`src/rtl/i2c_pkg.sv`:
```
// Shared types and constants for the I2C target: slave state enum and R/W bit encoding.
package i2c_pkg;

  typedef enum logic [2:0] {
    IDLE,
    ADDR,
    ADDR_ACK,
    WR_DATA,
    WR_ACK,
    RD_DATA,
    RD_ACK,
    IGNORE
  } slave_state_e;

  localparam logic I2C_RW_READ = 1'b1;

endpackage

```
`src/rtl/i2c_sync_edge.sv`:
```
// Multi-stage synchronizer for an asynchronous bus pin, with a history flop
// producing single-cycle rise/fall pulses aligned with the synchronized level.
module i2c_sync_edge #(
  parameter int   STAGES  = 2,
  parameter logic RST_VAL = 1'b1
) (
  input  logic clk,
  input  logic rst_n,
  input  logic din,
  output logic level,
  output logic rise,
  output logic fall
);

  logic [STAGES-1:0] sync_q;
  logic              hist_q;

  // Reset to the idle bus level so leaving reset on a quiet bus raises no edges.
  always_ff @(posedge clk or negedge rst_n) begin
    if (!rst_n) begin
      sync_q <= {STAGES{RST_VAL}};
      hist_q <= RST_VAL;
    end else begin
      sync_q <= {sync_q[STAGES-2:0], din};
      hist_q <= sync_q[STAGES-1];
    end
  end

  assign level = sync_q[STAGES-1];
  assign rise  = level & ~hist_q;
  assign fall  = ~level & hist_q;

endmodule

```
`src/rtl/i2c_slave.sv`:
```
// I2C target: oversampled SCL/SDA, START/STOP detection, fixed 7-bit address,
// multi-byte write and read with a byte-wide pulse interface to local logic.
//
// state    | meaning
// ---------+-----------------------------------------------------------
// IDLE     | bus free or not addressed; only START is acted on
// ADDR     | shifting in the 7-bit address and R/W bit
// ADDR_ACK | address matched, ACK driven during the 9th clock
// WR_DATA  | shifting in a write byte
// WR_ACK   | ACK driven for a received write byte
// RD_DATA  | shifting out a read byte, MSB first
// RD_ACK   | SDA released; sampling master ACK/NACK
// IGNORE   | not for us or master NACKed; wait for START/STOP
module i2c_slave
  import i2c_pkg::*;
#(
  parameter logic [6:0] SLAVE_ADDR  = 7'h50,
  parameter int         SYNC_STAGES = 2
) (
  input  logic       clk,
  input  logic       rst_n,
  input  logic       scl_i,
  input  logic       sda_i,
  output logic       sda_o,
  output logic       sda_oe,
  output logic       wr_valid_o,
  output logic [7:0] wr_data_o,
  output logic       rd_req_o,
  input  logic [7:0] rd_data_i,
  output logic       start_o,
  output logic       stop_o,
  output logic       busy_o
);

  logic scl_lvl, scl_rise, scl_fall;
  logic sda_lvl, sda_rise, sda_fall;
  logic start_det, stop_det;

  slave_state_e state_q, state_d;
  logic [2:0]   bit_cnt_q, bit_cnt_d;
  logic [7:0]   shift_q, shift_d;
  logic [7:0]   tx_q, tx_d;
  logic         byte_done_q, byte_done_d;
  logic         rw_q, rw_d;
  logic         sda_oe_q, sda_oe_d;
  logic         busy_q, busy_d;
  logic [7:0]   wr_data_q, wr_data_d;
  logic         wr_valid_q, wr_valid_d;
  logic         start_q, start_d;
  logic         stop_q, stop_d;
  logic         rd_req;
  logic         load_rd;

  i2c_sync_edge #(.STAGES(SYNC_STAGES), .RST_VAL(1'b1)) u_scl_sync (
    .clk   (clk),
    .rst_n (rst_n),
    .din   (scl_i),
    .level (scl_lvl),
    .rise  (scl_rise),
    .fall  (scl_fall)
  );

  i2c_sync_edge #(.STAGES(SYNC_STAGES), .RST_VAL(1'b1)) u_sda_sync (
    .clk   (clk),
    .rst_n (rst_n),
    .din   (sda_i),
    .level (sda_lvl),
    .rise  (sda_rise),
    .fall  (sda_fall)
  );

  // An SCL edge in the same cycle means the SDA change is a data bit.
  assign start_det = sda_fall & scl_lvl & ~scl_rise & ~scl_fall;
  assign stop_det  = sda_rise & scl_lvl & ~scl_rise & ~scl_fall;

  always_ff @(posedge clk or negedge rst_n) begin
    if (!rst_n) begin
      state_q     <= IDLE;
      bit_cnt_q   <= 3'd0;
      shift_q     <= 8'h00;
      tx_q        <= 8'h00;
      byte_done_q <= 1'b0;
      rw_q        <= 1'b0;
      sda_oe_q    <= 1'b0;
      busy_q      <= 1'b0;
      wr_data_q   <= 8'h00;
      wr_valid_q  <= 1'b0;
      start_q     <= 1'b0;
      stop_q      <= 1'b0;
    end else begin
      state_q     <= state_d;
      bit_cnt_q   <= bit_cnt_d;
      shift_q     <= shift_d;
      tx_q        <= tx_d;
      byte_done_q <= byte_done_d;
      rw_q        <= rw_d;
      sda_oe_q    <= sda_oe_d;
      busy_q      <= busy_d;
      wr_data_q   <= wr_data_d;
      wr_valid_q  <= wr_valid_d;
      start_q     <= start_d;
      stop_q      <= stop_d;
    end
  end

  always_comb begin
    state_d = state_q;
    if (start_det) begin
      state_d = ADDR;
    end else if (stop_det) begin
      state_d = IDLE;
    end else begin
      case (state_q)
        ADDR:     if (scl_fall && byte_done_q)
                    state_d = (shift_q[7:1] == SLAVE_ADDR) ? ADDR_ACK : IGNORE;
        ADDR_ACK: if (scl_fall)
                    state_d = (rw_q == I2C_RW_READ) ? RD_DATA : WR_DATA;
        WR_DATA:  if (scl_fall && byte_done_q) state_d = WR_ACK;
        WR_ACK:   if (scl_fall) state_d = WR_DATA;
        RD_DATA:  if (scl_fall && bit_cnt_q == 3'd0) state_d = RD_ACK;
        RD_ACK: begin
          if (scl_rise && sda_lvl)              state_d = IGNORE;
          else if (scl_fall && byte_done_q)     state_d = RD_DATA;
        end
        default: ;
      endcase
    end
  end

  always_comb begin
    bit_cnt_d   = bit_cnt_q;
    shift_d     = shift_q;
    tx_d        = tx_q;
    byte_done_d = byte_done_q;
    rw_d        = rw_q;
    sda_oe_d    = sda_oe_q;
    busy_d      = busy_q;
    wr_data_d   = wr_data_q;
    wr_valid_d  = 1'b0;
    start_d     = 1'b0;
    stop_d      = 1'b0;
    rd_req      = 1'b0;
    load_rd     = 1'b0;
    if (start_det) begin
      bit_cnt_d   = 3'd7;
      byte_done_d = 1'b0;
      sda_oe_d    = 1'b0;
      busy_d      = 1'b0;
      start_d     = 1'b1;
    end else if (stop_det) begin
      sda_oe_d = 1'b0;
      busy_d   = 1'b0;
      stop_d   = 1'b1;
    end else begin
      case (state_q)
        ADDR, WR_DATA: begin
          if (scl_rise && !byte_done_q) begin
            shift_d = {shift_q[6:0], sda_lvl};
            if (bit_cnt_q == 3'd0) begin
              byte_done_d = 1'b1;
              if (state_q == WR_DATA) begin
                wr_data_d  = {shift_q[6:0], sda_lvl};
                wr_valid_d = 1'b1;
              end
            end else begin
              bit_cnt_d = bit_cnt_q - 3'd1;
            end
          end else if (scl_fall && byte_done_q) begin
            byte_done_d = 1'b0;
            if (state_q == WR_DATA) begin
              sda_oe_d = 1'b1;
            end else begin
              rw_d = shift_q[0];
              if (shift_q[7:1] == SLAVE_ADDR) begin
                sda_oe_d = 1'b1;
                busy_d   = 1'b1;
              end
            end
          end
        end
        ADDR_ACK: if (scl_fall) begin
          if (rw_q == I2C_RW_READ) begin
            rd_req  = 1'b1;
            load_rd = 1'b1;
          end else begin
            sda_oe_d  = 1'b0;
            bit_cnt_d = 3'd7;
          end
        end
        WR_ACK: if (scl_fall) begin
          sda_oe_d  = 1'b0;
          bit_cnt_d = 3'd7;
        end
        RD_DATA: if (scl_fall) begin
          if (bit_cnt_q != 3'd0) begin
            bit_cnt_d = bit_cnt_q - 3'd1;
            tx_d      = {tx_q[6:0], 1'b0};
            sda_oe_d  = ~tx_q[6];
          end else begin
            sda_oe_d    = 1'b0;
            byte_done_d = 1'b0;
          end
        end
        // byte_done doubles as "master ACKed" while waiting for the ACK-bit fall
        RD_ACK: begin
          if (scl_rise && !sda_lvl) begin
            byte_done_d = 1'b1;
          end else if (scl_fall && byte_done_q) begin
            byte_done_d = 1'b0;
            rd_req      = 1'b1;
            load_rd     = 1'b1;
          end
        end
        default: ;
      endcase
      if (load_rd) begin
        tx_d      = rd_data_i;
        sda_oe_d  = ~rd_data_i[7];
        bit_cnt_d = 3'd7;
      end
    end
  end

  assign sda_o      = 1'b0;
  assign sda_oe     = sda_oe_q;
  assign busy_o     = busy_q;
  assign wr_data_o  = wr_data_q;
  assign wr_valid_o = wr_valid_q;
  assign rd_req_o   = rd_req;
  assign start_o    = start_q;
  assign stop_o     = stop_q;

endmodule
```
`config.mk`:
```
export PLATFORM = sky130hd
export DESIGN_NAME = i2c_slave
export DESIGN_NICKNAME = d
export VERILOG_FILES = /design/src/rtl/i2c_pkg.sv /design/src/rtl/i2c_sync_edge.sv /design/src/rtl/i2c_slave.sv
export SDC_FILE = /design/constraint.sdc
export NUM_CORES = 1
export LEC_CHECK = 0
export ABC_AREA = 1
export BUFFER_PORTS_ARGS = -buffer_cell sky130_fd_sc_hd__buf_2
export CAP_MARGIN = 10
export CORE_UTILIZATION = 51
export DETAILED_ROUTE_END_ITERATION = 10
export GPL_TIMING_DRIVEN = 0
export PLACE_DENSITY = 0.75
export RECOVER_POWER = 100
export SETUP_SLACK_MARGIN = 0.15
export SLEW_MARGIN = 5
export SYNTH_ARGS = -nofsm -noshare
export SYNTH_HDL_FRONTEND = slang
export SYNTH_HIERARCHICAL = 1
export SYNTH_SLANG_ARGS = --single-unit
export TNS_END_PERCENT = 5
```
`constraint.sdc`:
```
create_clock -name clk -period 4.7 [get_ports clk]
set_clock_uncertainty 0.2 [all_clocks]
set_input_delay 0.47 -clock clk [delete_from_list [all_inputs] [get_ports clk]]
set_output_delay 0.47 -clock clk [all_outputs]
set_load 0.005 [all_outputs]
```
# --- Word level (Yosys, flattened, before mapping) ---
# Index checks and enable logic that the tools add are counted.
op_classes:
  magnitude_cmp: 0
  muxes: 73
  mul: 0
  add_sub_neg: 1
  n_eq_ne: 33
  reduce_logical: 29
  div_mod_pow: 0
  n_shift: 0
  bitwise: 22
op_table:
  columns: ["op", "n"]
  rows:
  - ["$mux W3", 21]
  - ["$ne A4 B4 Y1 const B", 13]
  - ["$mux W1", 43]
  - ["$ne A5 B5 Y1 const B", 7]
  - ["$mux W7", 4]
  - ["$pmux W3 S6", 1]
  - ["$reduce_and A5 Y1", 3]
  - ["$ne A3 B3 Y1 const B", 4]
  - ["$not A1 Y1", 12]
  - ["$pmux W3 S4", 1]
  - ["$reduce_and A6 Y1", 2]
  - ["$reduce_bool A3 Y1", 4]
  - ["$and A1 B1 Y1", 10]
  - ["$eq A3 B3 Y1 const B", 3]
  - ["$reduce_and A9 Y1", 1]
  - ["$reduce_and A8 Y1", 1]
  - ["$reduce_bool A8 Y1", 1]
  - ["$eq A7 B7 Y1 const B", 1]
  - ["$reduce_and A7 Y1", 1]
  - ["$reduce_bool A7 Y1", 1]
  - ["$eq A3 B2 Y1 const B", 2]
  - ["$ne A6 B6 Y1 const B", 1]
  - ["$reduce_bool A2 Y1", 3]
  - ["$reduce_bool A6 Y1", 1]
  - ["other kinds (12)", 17]
word_totals:
  output_inout_bits: 15
  latchBits: 0
  romBits: 0
  ram_bits: 0
  word_cells: 174
  memories: 0
  register_bits: 42

# --- Longest topological paths before layout ---
# Gate-level depths: netlist of the first run.
logic_depth:
  ltp_word: 11
  ltp_mapped: 13
  depth_no_buf: 13

# --- By module ---
# The synthesis of the first run kept the hierarchy.
modules_own_cells:
  columns: ["mod", "instances", "seq_area_each_um2", "cells_per_inst", "area_per_inst_um2"]
  rows:
  - ["i2c_slave", 1, 900.9, 290, 2118.3]
  - ["i2c_sync_edge", 2, 78.8, 7, 93.8]

# --- Worst setup path after synthesis of the first run ---
# Ideal clock, no wire load.
synth_path:
  path_type: "flip-flop to output port"
  start: "reg u_scl_sync.hist_q"
  end: "out rd_req_o"
  path_stages_with_launch: 9
  slack_ps: 2664
  arrival_ps: 1366
  path_buffers: 0
  cell_sequence: "dfstp_2 -> inv_1 -> nor2_1 -> nand2_2 -> inv_2 -> nand2_1 -> nor2_2 -> nor2_4 -> inv_2"
synth_via:
  elab_chain_cells: 7
  elab_cells_between_ends: 17
synth_lines:
  columns: ["item", "line_no", "source"]
  rows:
  - ["from (decl)", "i2c_sync_edge.sv:16", "logic hist_q;"]
  - ["from (signal assigned)", "i2c_sync_edge.sv:25", "hist_q <= sync_q[STAGES-1];"]
  - ["$and A1 B1 Y1 *", "i2c_sync_edge.sv:31", "assign fall = ~level & hist_q;"]
  - ["named net scl_fall", "i2c_slave.sv:35", "logic scl_lvl, scl_rise, scl_fall;"]
  - ["$logic_and A1 B1 Y1", "i2c_slave.sv:208", "end else if (scl_fall && byte_done_q) begin"]
  - ["$mux W1", "i2c_slave.sv:208", null]
  - ["$mux W1", "i2c_slave.sv:206", "if (scl_rise && !sda_lvl) begin"]
  - ["$pmux W1 S2", "i2c_slave.sv:155", "case (state_q)"]
  - ["$mux W1", "i2c_slave.sv:150", "end else if (stop_det) begin"]
  - ["$mux W1 *", "i2c_slave.sv:144", "if (start_det) begin"]
  - ["to (decl)", "i2c_slave.sv:28", "output logic rd_req_o,"]
# The timed path passes the listed nets; every way through them passes the cells marked *.

# --- Worst setup path after layout of the first run ---
layout_path:
  start: "reg u_scl_sync.sync_q[1]"
  end: "out rd_req_o"
layout_via:
  elab_cells_between_ends: 19
layout_lines:
  columns: ["item", "line_no", "source"]
  rows:
  - ["from (decl)", "i2c_sync_edge.sv:15", "logic [STAGES-1:0] sync_q;"]
  - ["from (signal assigned)", "i2c_sync_edge.sv:21", "sync_q <= {STAGES{RST_VAL}};"]
  - ["from (signal assigned)", "i2c_sync_edge.sv:24", "sync_q <= {sync_q[STAGES-2:0], din};"]
  - ["$and A1 B1 Y1 *", "i2c_sync_edge.sv:30", "assign rise = level & ~hist_q;"]
  - ["named net scl_rise", "i2c_slave.sv:35", null]
  - ["$logic_and A1 B1 Y1 or $not A1 Y1 (tied branches)", "i2c_slave.sv:206, i2c_slave.sv:73, i2c_slave.sv:74", null]
  - ["$mux W1 or $and A1 B1 Y1 (tied branches)", "i2c_slave.sv:206, i2c_slave.sv:74", null]
  - ["$pmux W1 S2 or $and A1 B1 Y1 (tied branches)", "i2c_slave.sv:155, i2c_slave.sv:74", null]
  - ["$mux W1", "i2c_slave.sv:150", null]
  - ["$mux W1 *", "i2c_slave.sv:144", null]
# Marked as above.

==> results.md, run 1 <==
* Status: finished, violations left
* Failing checks: max-capacitance violations, max-slew violations
* Finish-stage setup viols at 0
* TritonCTS clock tree: built
* Routed Antenna Nets at 0
* First-pass GRT wire length at 8300 µm
* Largest net degree at the start of global routing at 43
* Sw power at 625 µW
* Core box area at 4350 µm²
* Gr usage total at 21.8%
* Part of the power in combinational logic at 47.4%
* Area delta synth->final at 10.4%
* Max incr delay on CP at 0.60 ns
* Number of max-cap violations at 1
* Clk sinks at 42
* Register Area at 1060 µm²
* Slowest CP cell: dfstp_1
* Placement Rows at 24
* Worst IR drop on VDD at 0.309 mV
* Gpl congestion at 0.986
* Die Ht at 69.2 µm
* Initial DRT Pass Iterations at 4
* Hold_buf cts at 0
* Drt initial violations at 107
* Fin. max-slew vios at 43
* Max clock buf depth at 2
* DIE AREA at 4790 µm²
* # fillers at 394
* Vias in the first global route at 1833
* Pleak at 0.00139 µW
* Vias per cell at 5.12
* Initial antenna violation count at 0
* ANT cells at 0
* Bufs and invs on worst path at 3
* Total Wirelength at 4730 µm
* Int Pwr at 833 µW
* Crit-path max FO at 8
* DRC viols at 0
* Clock power share at 17.5%
* WP data arrival at 2.38 ns
* Mapped Cells at 304
* Layout cells sized above 1 at 13.9%
* Clock-pin transition on the worst setup and hold timing paths at 0.09 ns
* Clock latency at the later pin of the worst-skew pair at 0.30 ns
* Worst path most repeated cell: nor2_1
* Via count at 1990
* RSZ-0062 raised after global routing: false
* Hold crit path type: in2reg
* Top Ports at 27
* I/O Buffers at 25
* Yosys cell types at 30
* Die Width at 69.2 µm
* Synth warn at 6
* Final worst slack at 1.65 ns
* Sequential fraction of the synthesis area at 45.9%
* Period minus WS final at 3.05 ns
* TNS Setup at 0 ns
* Crit-path leading delay family: simple AND/OR/NAND/NOR gates
* Total CTS buffers at 5
* Required time of the worst setup path at 4.03 ns
* Synth Net Count at 318
* Rel. slew slack at -43.3%
* Startpoint types: register
* Worst-Margin Slew at 2.15 ns
* Sequential share of power at 35.2%
* Clock Root Buffer: clkbuf_8
* Post-place setup slack at 2.31 ns
* Switch share at 42.9%
* FMAX at 328 MHz
* H-tree depth at 2
* Post-CTS Setup Inserts at 0
* Syn avg cell area at 7.59 µm²
* Wire length per cell at 12.2 µm
* Area of the multi-input gates at 972 µm²
* DP HPWL at 3510 µm
* Initial Util at 53.0%
* CTS resizes at 0
* Critical path class: reg2out
* PwrDens at 573 nW/µm²
* Nets at 350
* Number of synthesized register bits at 42
* Endpoints failing hold at 0
* Tcrit/Tclk final at 64.9%
* Syn Std Cell Area at 2310 µm²
* Setup crit end kind: output port
* Crit-path cells: inv_1 -> nor2_1 -> nand2_1 -> nand2_1 -> nor2_1 -> nor2_1 -> inv_1 -> buf_2
* GR Overflow Total at 0
## final cells by class
cell class / count / area share [%]
clock inverters: 2 / 0.639
multi-input cells: 209 / 38.2
clock buffers: 6 / 3.24
repair buffers: 25 / 4.77
plain buffers: 8 / 2.21
well taps: 52 / 2.56
inverters: 45 / 6.83
flip-flops and latches: 42 / 41.6
## placed cells by master (no fill, tap or decap)
cell type and instances:
nand2_1 85, inv_1 43, dfrtp_1 36, nor2_1 33, o21ai_0 30, nand3_1 28
buf_2 22, clkbuf_1 6, clkbuf_8 6, o211ai_1 5, dfstp_2 4, buf_4 3
nand3_2 3, o21ai_1 3, a21oi_1 3, nand3b_1 3, nand4_1 3, buf_6 2
inv_6 2, nor3_1 2, a31oi_1 2, ha_1 2, dfstp_1 2, nor2_2 1
inv_2 1, nand2_4 1, o21bai_1 1, nand2_2 1, xor2_1 1, a22o_1 1
conb_1 1, clkinvlp_4 1
## cell usage after synthesis, drive strengths merged
cell type | instances | area [µm²]
dfrtp | 36 | 901
o21ai | 33 | 165
ha | 2 | 25.0
a31oi | 2 | 12.5
xor2 | 1 | 8.76
buf | 7 | 67.6
a21oi | 3 | 15.0
conb | 1 | 3.75
nor3 | 2 | 15.0
inv | 45 | 174
nand4 | 3 | 18.8
o21bai | 1 | 7.51
nand2 | 87 | 342
nor2 | 34 | 140
dfstp | 6 | 158
o211ai | 5 | 37.5
nand3 | 31 | 180
clkbuf | 1 | 3.75
a22o | 1 | 8.76
nand3b | 3 | 22.5
## stage by stage
step | util, % | area, µm² | hold WS (ns) | power (µW) | cells
4_1_cts | 59.6 | 2590 | 0.0538 | 1470 | 389
3_5_place_dp | 57.3 | 2500 | 0.148 | 1210 | 381
5_1_grt | 58.5 | 2550 | 0.0467 | 1600 | 389
3_3_place_gp | 57.3 | 2500 | 0.146 | 1200 | 381
6_report | 58.5 | 2550 | 0.0577 | 1460 | 389
2_1_floorplan | - | 2310 | -0.0256 | 1060 | 304
## cells by family (layout without fill, tap and decap cells)
| logic type | after synthesis | after routing | share of synthesized area (%) |
|---|---|---|---|
| buf+inv | 53 | 86 | 10.6 |
| xor+xnor | 1 | 1 | 0.380 |
| fa+ha+maj | 2 | 2 | 1.09 |
| flops | 42 | 42 | 45.9 |
| other cells | 1 | 1 | 0.163 |
| compound gates | 45 | 45 | 10.7 |
| simple gates | 160 | 160 | 31.1 |
## sequential cells by signal, indices dropped and copies added (netlist names), 2 cells and up
| signal | flops |
|---|---|
| bit_cnt_q | 3 |
| shift_q | 8 |
| state_q | 3 |
| tx_q | 7 |
| u_scl_sync/sync_q | 2 |
| u_sda_sync/sync_q | 2 |
| wr_data_o | 8 |
## power groups by stage
stage,clock network [µW],registers (µW),logic [µW]
2_1_floorplan,0,509,551
3_3_place_gp,0,517,682
3_5_place_dp,0,520,695
4_1_cts,259,514,697
5_1_grt,272,525,804
6_report,255,513,691
## final timing paths
path / cells after the start / slack (ns) / end / startpoint
max: 8 / 1.65 / rd_req_o / u_scl_sync/sync_q[1]
min: 1 / 0.06 / u_sda_sync/sync_q[0] / sda_i
max reg2reg: 11 / 2.06 / tx_q[5] / u_scl_sync/hist_q
min reg2reg: 0 / 0.16 / u_sda_sync/sync_q[1] / u_sda_sync/sync_q[0]
max in group asynchronous: 1 / 2.48 / tx_q[5] / rst_n
min in group asynchronous: 1 / 0.59 / state_q[1] / rst_n
## per-layer routing
layer / vias to the layer above / part of all wire (%) / GRT usage [%] / routed length [µm]
li1: 1024 / - / - / -
met1: 919 / 49 / 31.5 / 2330
met2: 40 / 45 / 33.0 / 2140
met3: 7 / 4.1 / 4.51 / 195
met4: 0 / 1.4 / 6.80 / 67
met5: - / 0 / 0 / 0
No activity file was read; power rests on OpenSTA's default activity.
==> run 2, diff against run 1 <==
--- a/config.mk
+++ b/config.mk
@@ -5,13 +5,13 @@
 export SDC_FILE = /design/constraint.sdc
 export NUM_CORES = 1
 export LEC_CHECK = 0
-export ABC_AREA = 1
+export ABC_AREA = 0
 export BUFFER_PORTS_ARGS = -buffer_cell sky130_fd_sc_hd__buf_2
 export CAP_MARGIN = 10
 export CORE_UTILIZATION = 51
 export DETAILED_ROUTE_END_ITERATION = 10
 export GPL_TIMING_DRIVEN = 0
-export PLACE_DENSITY = 0.75
+export PLACE_DENSITY = 0.76
 export RECOVER_POWER = 100
 export SETUP_SLACK_MARGIN = 0.15
 export SLEW_MARGIN = 5
==> constraint.sdc (replaced) <==
create_clock -name clk -period 3.1 [get_ports clk]
set_clock_uncertainty 0.2 [all_clocks]
set_input_delay 0.31 -clock clk [delete_from_list [all_inputs] [get_ports clk]]
set_output_delay 0.31 -clock clk [all_outputs]
set_load 0.005 [all_outputs]
==> results.md, run 2 <==
* Synth area leaders: dfrtp_1 42%, mux2_2 9.4%, dfstp_2 7.3% (was dfrtp_1 39%, nand2_1 14%, dfstp_2 6.8%)
* Slowest CP cell: dfstp_2 (was dfstp_1)
* Switch share at 37.3% (was 42.9%)
* Crit-path cells: and2b_2 -> clkbuf_1 -> nand2_1 -> nor3_2 -> or2_0 -> buf_6 -> buf_2 (was inv_1 -> nor2_1 -> nand2_1 -> nand2_1 -> nor2_1 -> nor2_1 -> inv_1 -> buf_2)
* RSZ-0062 raised after global routing: false (unchanged)
* Area leader, netlist: dfrtp_1 (unchanged)
* TNS Setup at 0 ns (unchanged)
* Async S/R FF share, synth at 100% (unchanged)
* TritonCTS clock tree: built (unchanged)
* WP data arrival at 2.32 ns (was 2.38 ns)
* Nets at 248 (was 350)
* Sequential fraction of the synthesis area at 48.9% (was 45.9%)
* Rel. slew slack at 41.5% (was -43.3%)
* Layout cells sized above 1 at 27.2% (was 13.9%)
* Syn avg cell area at 10.9 µm² (was 7.59 µm²)
* Clock latency at the later pin of the worst-skew pair at 0.29 ns (was 0.30 ns)
* Worst IR drop on VDD at 0.527 mV (was 0.309 mV)
* I/O Buffers at 25 (unchanged)
* Top Ports at 27 (unchanged)
* Primary FF master, synth: dfrtp_1 (unchanged)
* Hold crit path type: in2reg (unchanged)
* Routed Antenna Nets at 0 (unchanged)
* Die Ht at 67.1 µm (was 69.2 µm)
* Initial Util at 53.7% (was 53.0%)
* Clock-pin transition on the worst setup and hold timing paths at 0.08 ns (was 0.09 ns)
* Total Wirelength at 4020 µm (was 4730 µm)
* Part of the power in combinational logic at 42.6% (was 47.4%)
* R2r setup slk at 0.40 ns (was 2.06 ns)
* Most instantiated library cell after synthesis: dfrtp_1 (was nand2_1)
* Critical path class: reg2out (unchanged)
* CTS resizes at 0 (unchanged)
* Mapped Cells at 199 (was 304)
* Core box area at 4030 µm² (was 4350 µm²)
* First-pass GRT wire length at 6900 µm (was 8300 µm)
* Die Width at 67.1 µm (was 69.2 µm)
* Int Pwr at 1200 µW (was 833 µW)
* Post-CTS Setup Inserts at 0 (unchanged)
* Sw power at 716 µW (was 625 µW)
* R2R Path Start: u_scl_sync/sync_q[1] (was u_scl_sync/hist_q)
* Crit-path max FO at 10 (was 8)
* Gpl congestion at 0.869 (was 0.986)
* Startpoint types: register (unchanged)
* Fin. max-slew vios at 0 (was 43)
* Clk sinks at 42 (unchanged)
* Commonest non-fill, non-tap cell in the layout: dfrtp_1 (was nand2_1)
* Initial DRT Pass Iterations at 5 (was 4)
* Syn Std Cell Area at 2160 µm² (was 2310 µm²)
* Clock power share at 18.1% (was 17.5%)
* Vias in the first global route at 1535 (was 1833)
* Number of synthesized flops with an enable pin at 0 (unchanged)
* Synth warn at 6 (unchanged)
* Endpoints failing hold at 0 (unchanged)
* Hold Path Cell Cnt at 3 (was 1)
* Drt initial violations at 82 (was 107)
* Max incr delay on CP at 0.53 ns (was 0.60 ns)
* PwrDens at 784 nW/µm² (was 573 nW/µm²)
* Final Cell Area at 2450 µm² (was 2550 µm²)
* Finish-stage setup viols at 0 (unchanged)
* Status: complete, no violations (was finished, violations left)
* ANT cells at 0 (unchanged)
* Via count at 1571 (was 1990)
* Synth Net Count at 213 (was 318)
* H-tree depth at 2 (unchanged)
* DRC viols at 0 (unchanged)
* Share of the synthesized area in the top cell type at 41.6% (was 39.1%)
* Setup crit end kind: output port (unchanged)
* GR Overflow Total at 0 (unchanged)
* Largest net degree at the start of global routing at 43 (unchanged)
* WP depth at 7 (was 8)
* Clock Root Buffer: clkbuf_8 (unchanged)
* Tcrit/Tclk final at 91.2%
* Bufs and invs on worst path at 3 (unchanged)
* Period minus WS final at 2.83 ns
* Wire length per cell at 14.1 µm (was 12.2 µm)
* Area delta synth->final at 13.1% (was 10.4%)
* Register Area at 1060 µm² (unchanged)
* DP HPWL at 2850 µm (was 3510 µm)
* FMAX at 354 MHz
* Worst R2R Path Depth at 9 (was 11)
* HP Start: rd_data_i[0] (was sda_i)
* Synth top cells by count: 36 x dfrtp_1, 18 x mux2_2, 17 x nor2_1 (was 83 x nand2_1, 41 x inv_1, 36 x dfrtp_1)
* Hold_buf cts at 3 (was 0)
* R2r endpoint: bit_cnt_q[0] (was tx_q[5])
* # fillers at 350 (was 394)
* Yosys cell types at 51 (was 30)
* Cell Area, Placed at 2350 µm² (was 2500 µm²)
* Placement Rows at 23 (was 24)
* Initial antenna violation count at 0 (unchanged)
* Max clock buf depth at 2 (unchanged)
* Pleak at 0.00110 µW (was 0.00139 µW)
* Total CTS buffers at 5 (unchanged)
* Number of max-cap violations at 0 (was 1)
* Crit-path leading delay family: simple AND/OR/NAND/NOR gates (unchanged)
* Vias per cell at 5.51 (was 5.12)
* Gr usage total at 20.3% (was 21.8%)
* DIE AREA at 4510 µm² (was 4790 µm²)
* Required time of the worst setup path at 2.59 ns (was 4.03 ns)
* Total power at 1920 µW (was 1460 µW)
* Worst Hold End: tx_q[0] (was u_sda_sync/sync_q[0])
* Most frequent cells in the layout: 36 x dfrtp_1, 20 x buf_2, 18 x mux2_2 (was 85 x nand2_1, 43 x inv_1, 36 x dfrtp_1)
* Sequential share of power at 39.4% (was 35.2%)
* Number of synthesized register bits at 42 (unchanged)
* Worst-Margin Slew at 0.877 ns (was 2.15 ns)
* Area of the multi-input gates at 997 µm² (was 972 µm²)
## run 2: cell type report
cell class,count,area share (%)
Tap cell,50,2.56
Buffer,10,2.56
Timing Repair Buffer,28,5.98
Clock buffer,6,2.97
Sequential cell,42,43.3
Multi-Input combinational cell,139,40.8
Clock inverter,2,0.614
Inverter,8,1.28
## run 2: tightest hold or removal path, cell delays in order
cell and delay, ns:
buf_2 0.07, nand2_1 0.03, o21ai_0 0.06
## run 2: worst max-delay path by stage
stage | from | endpoint
final | u_scl_sync/hist_q | rd_req_o
after global routing | u_scl_sync/hist_q | rd_req_o
after CTS | u_scl_sync/sync_q[1] | rd_req_o
after detailed placement | u_scl_sync/sync_q[1] | wr_data_o[3]
after global placement | u_scl_sync/sync_q[1] | wr_data_o[3]
after floorplan | u_scl_sync/sync_q[1] | wr_data_o[0]
## run 2: stage by stage
stage | instances | util [%] | worst slack (ns) | hold WS [ns]
after floorplan | 199 | - | 0.826 | -0.186
after global placement | 274 | 58.4 | 0.527 | 0.146
after detailed placement | 274 | 58.4 | 0.509 | 0.149
after CTS | 285 | 61.3 | 0.428 | 0.0245
after global routing | 285 | 60.7 | 0.154 | 0.0666
final | 285 | 60.7 | 0.273 | 0.0276
## run 2: logic make-up (layout without fill, tap and decap cells)
| family | count (synthesis) | count (layout) | synth area share (%) |
|---|---|---|---|
| simple gates | 67 | 67 | 18.4 |
| compound gates | 43 | 43 | 13.4 |
| flops | 42 | 42 | 48.9 |
| mux | 25 | 25 | 12.8 |
| buf+inv | 18 | 54 | 4.68 |
| fa+ha+maj | 2 | 2 | 1.16 |
| other cells | 1 | 1 | 0.173 |
| xor+xnor | 1 | 1 | 0.405 |
## run 2: power by group through the flow
stage	sequential, µW	combinational (µW)	clock, µW
detailed placement	766	815	0
global route	773	911	375
CTS	755	827	357
global placement	761	797	0
finish	755	816	347
floorplan	741	666	0
## run 2: metal layers
layer  GRT usage (%)  part of all wire [%]  up-vias
li1                -                     -      764
met1            26.2                    44      753
met3            5.57                   5.2        6
met4            4.79                   1.0        0
met2            33.8                    50       48
met5               0                     0        -
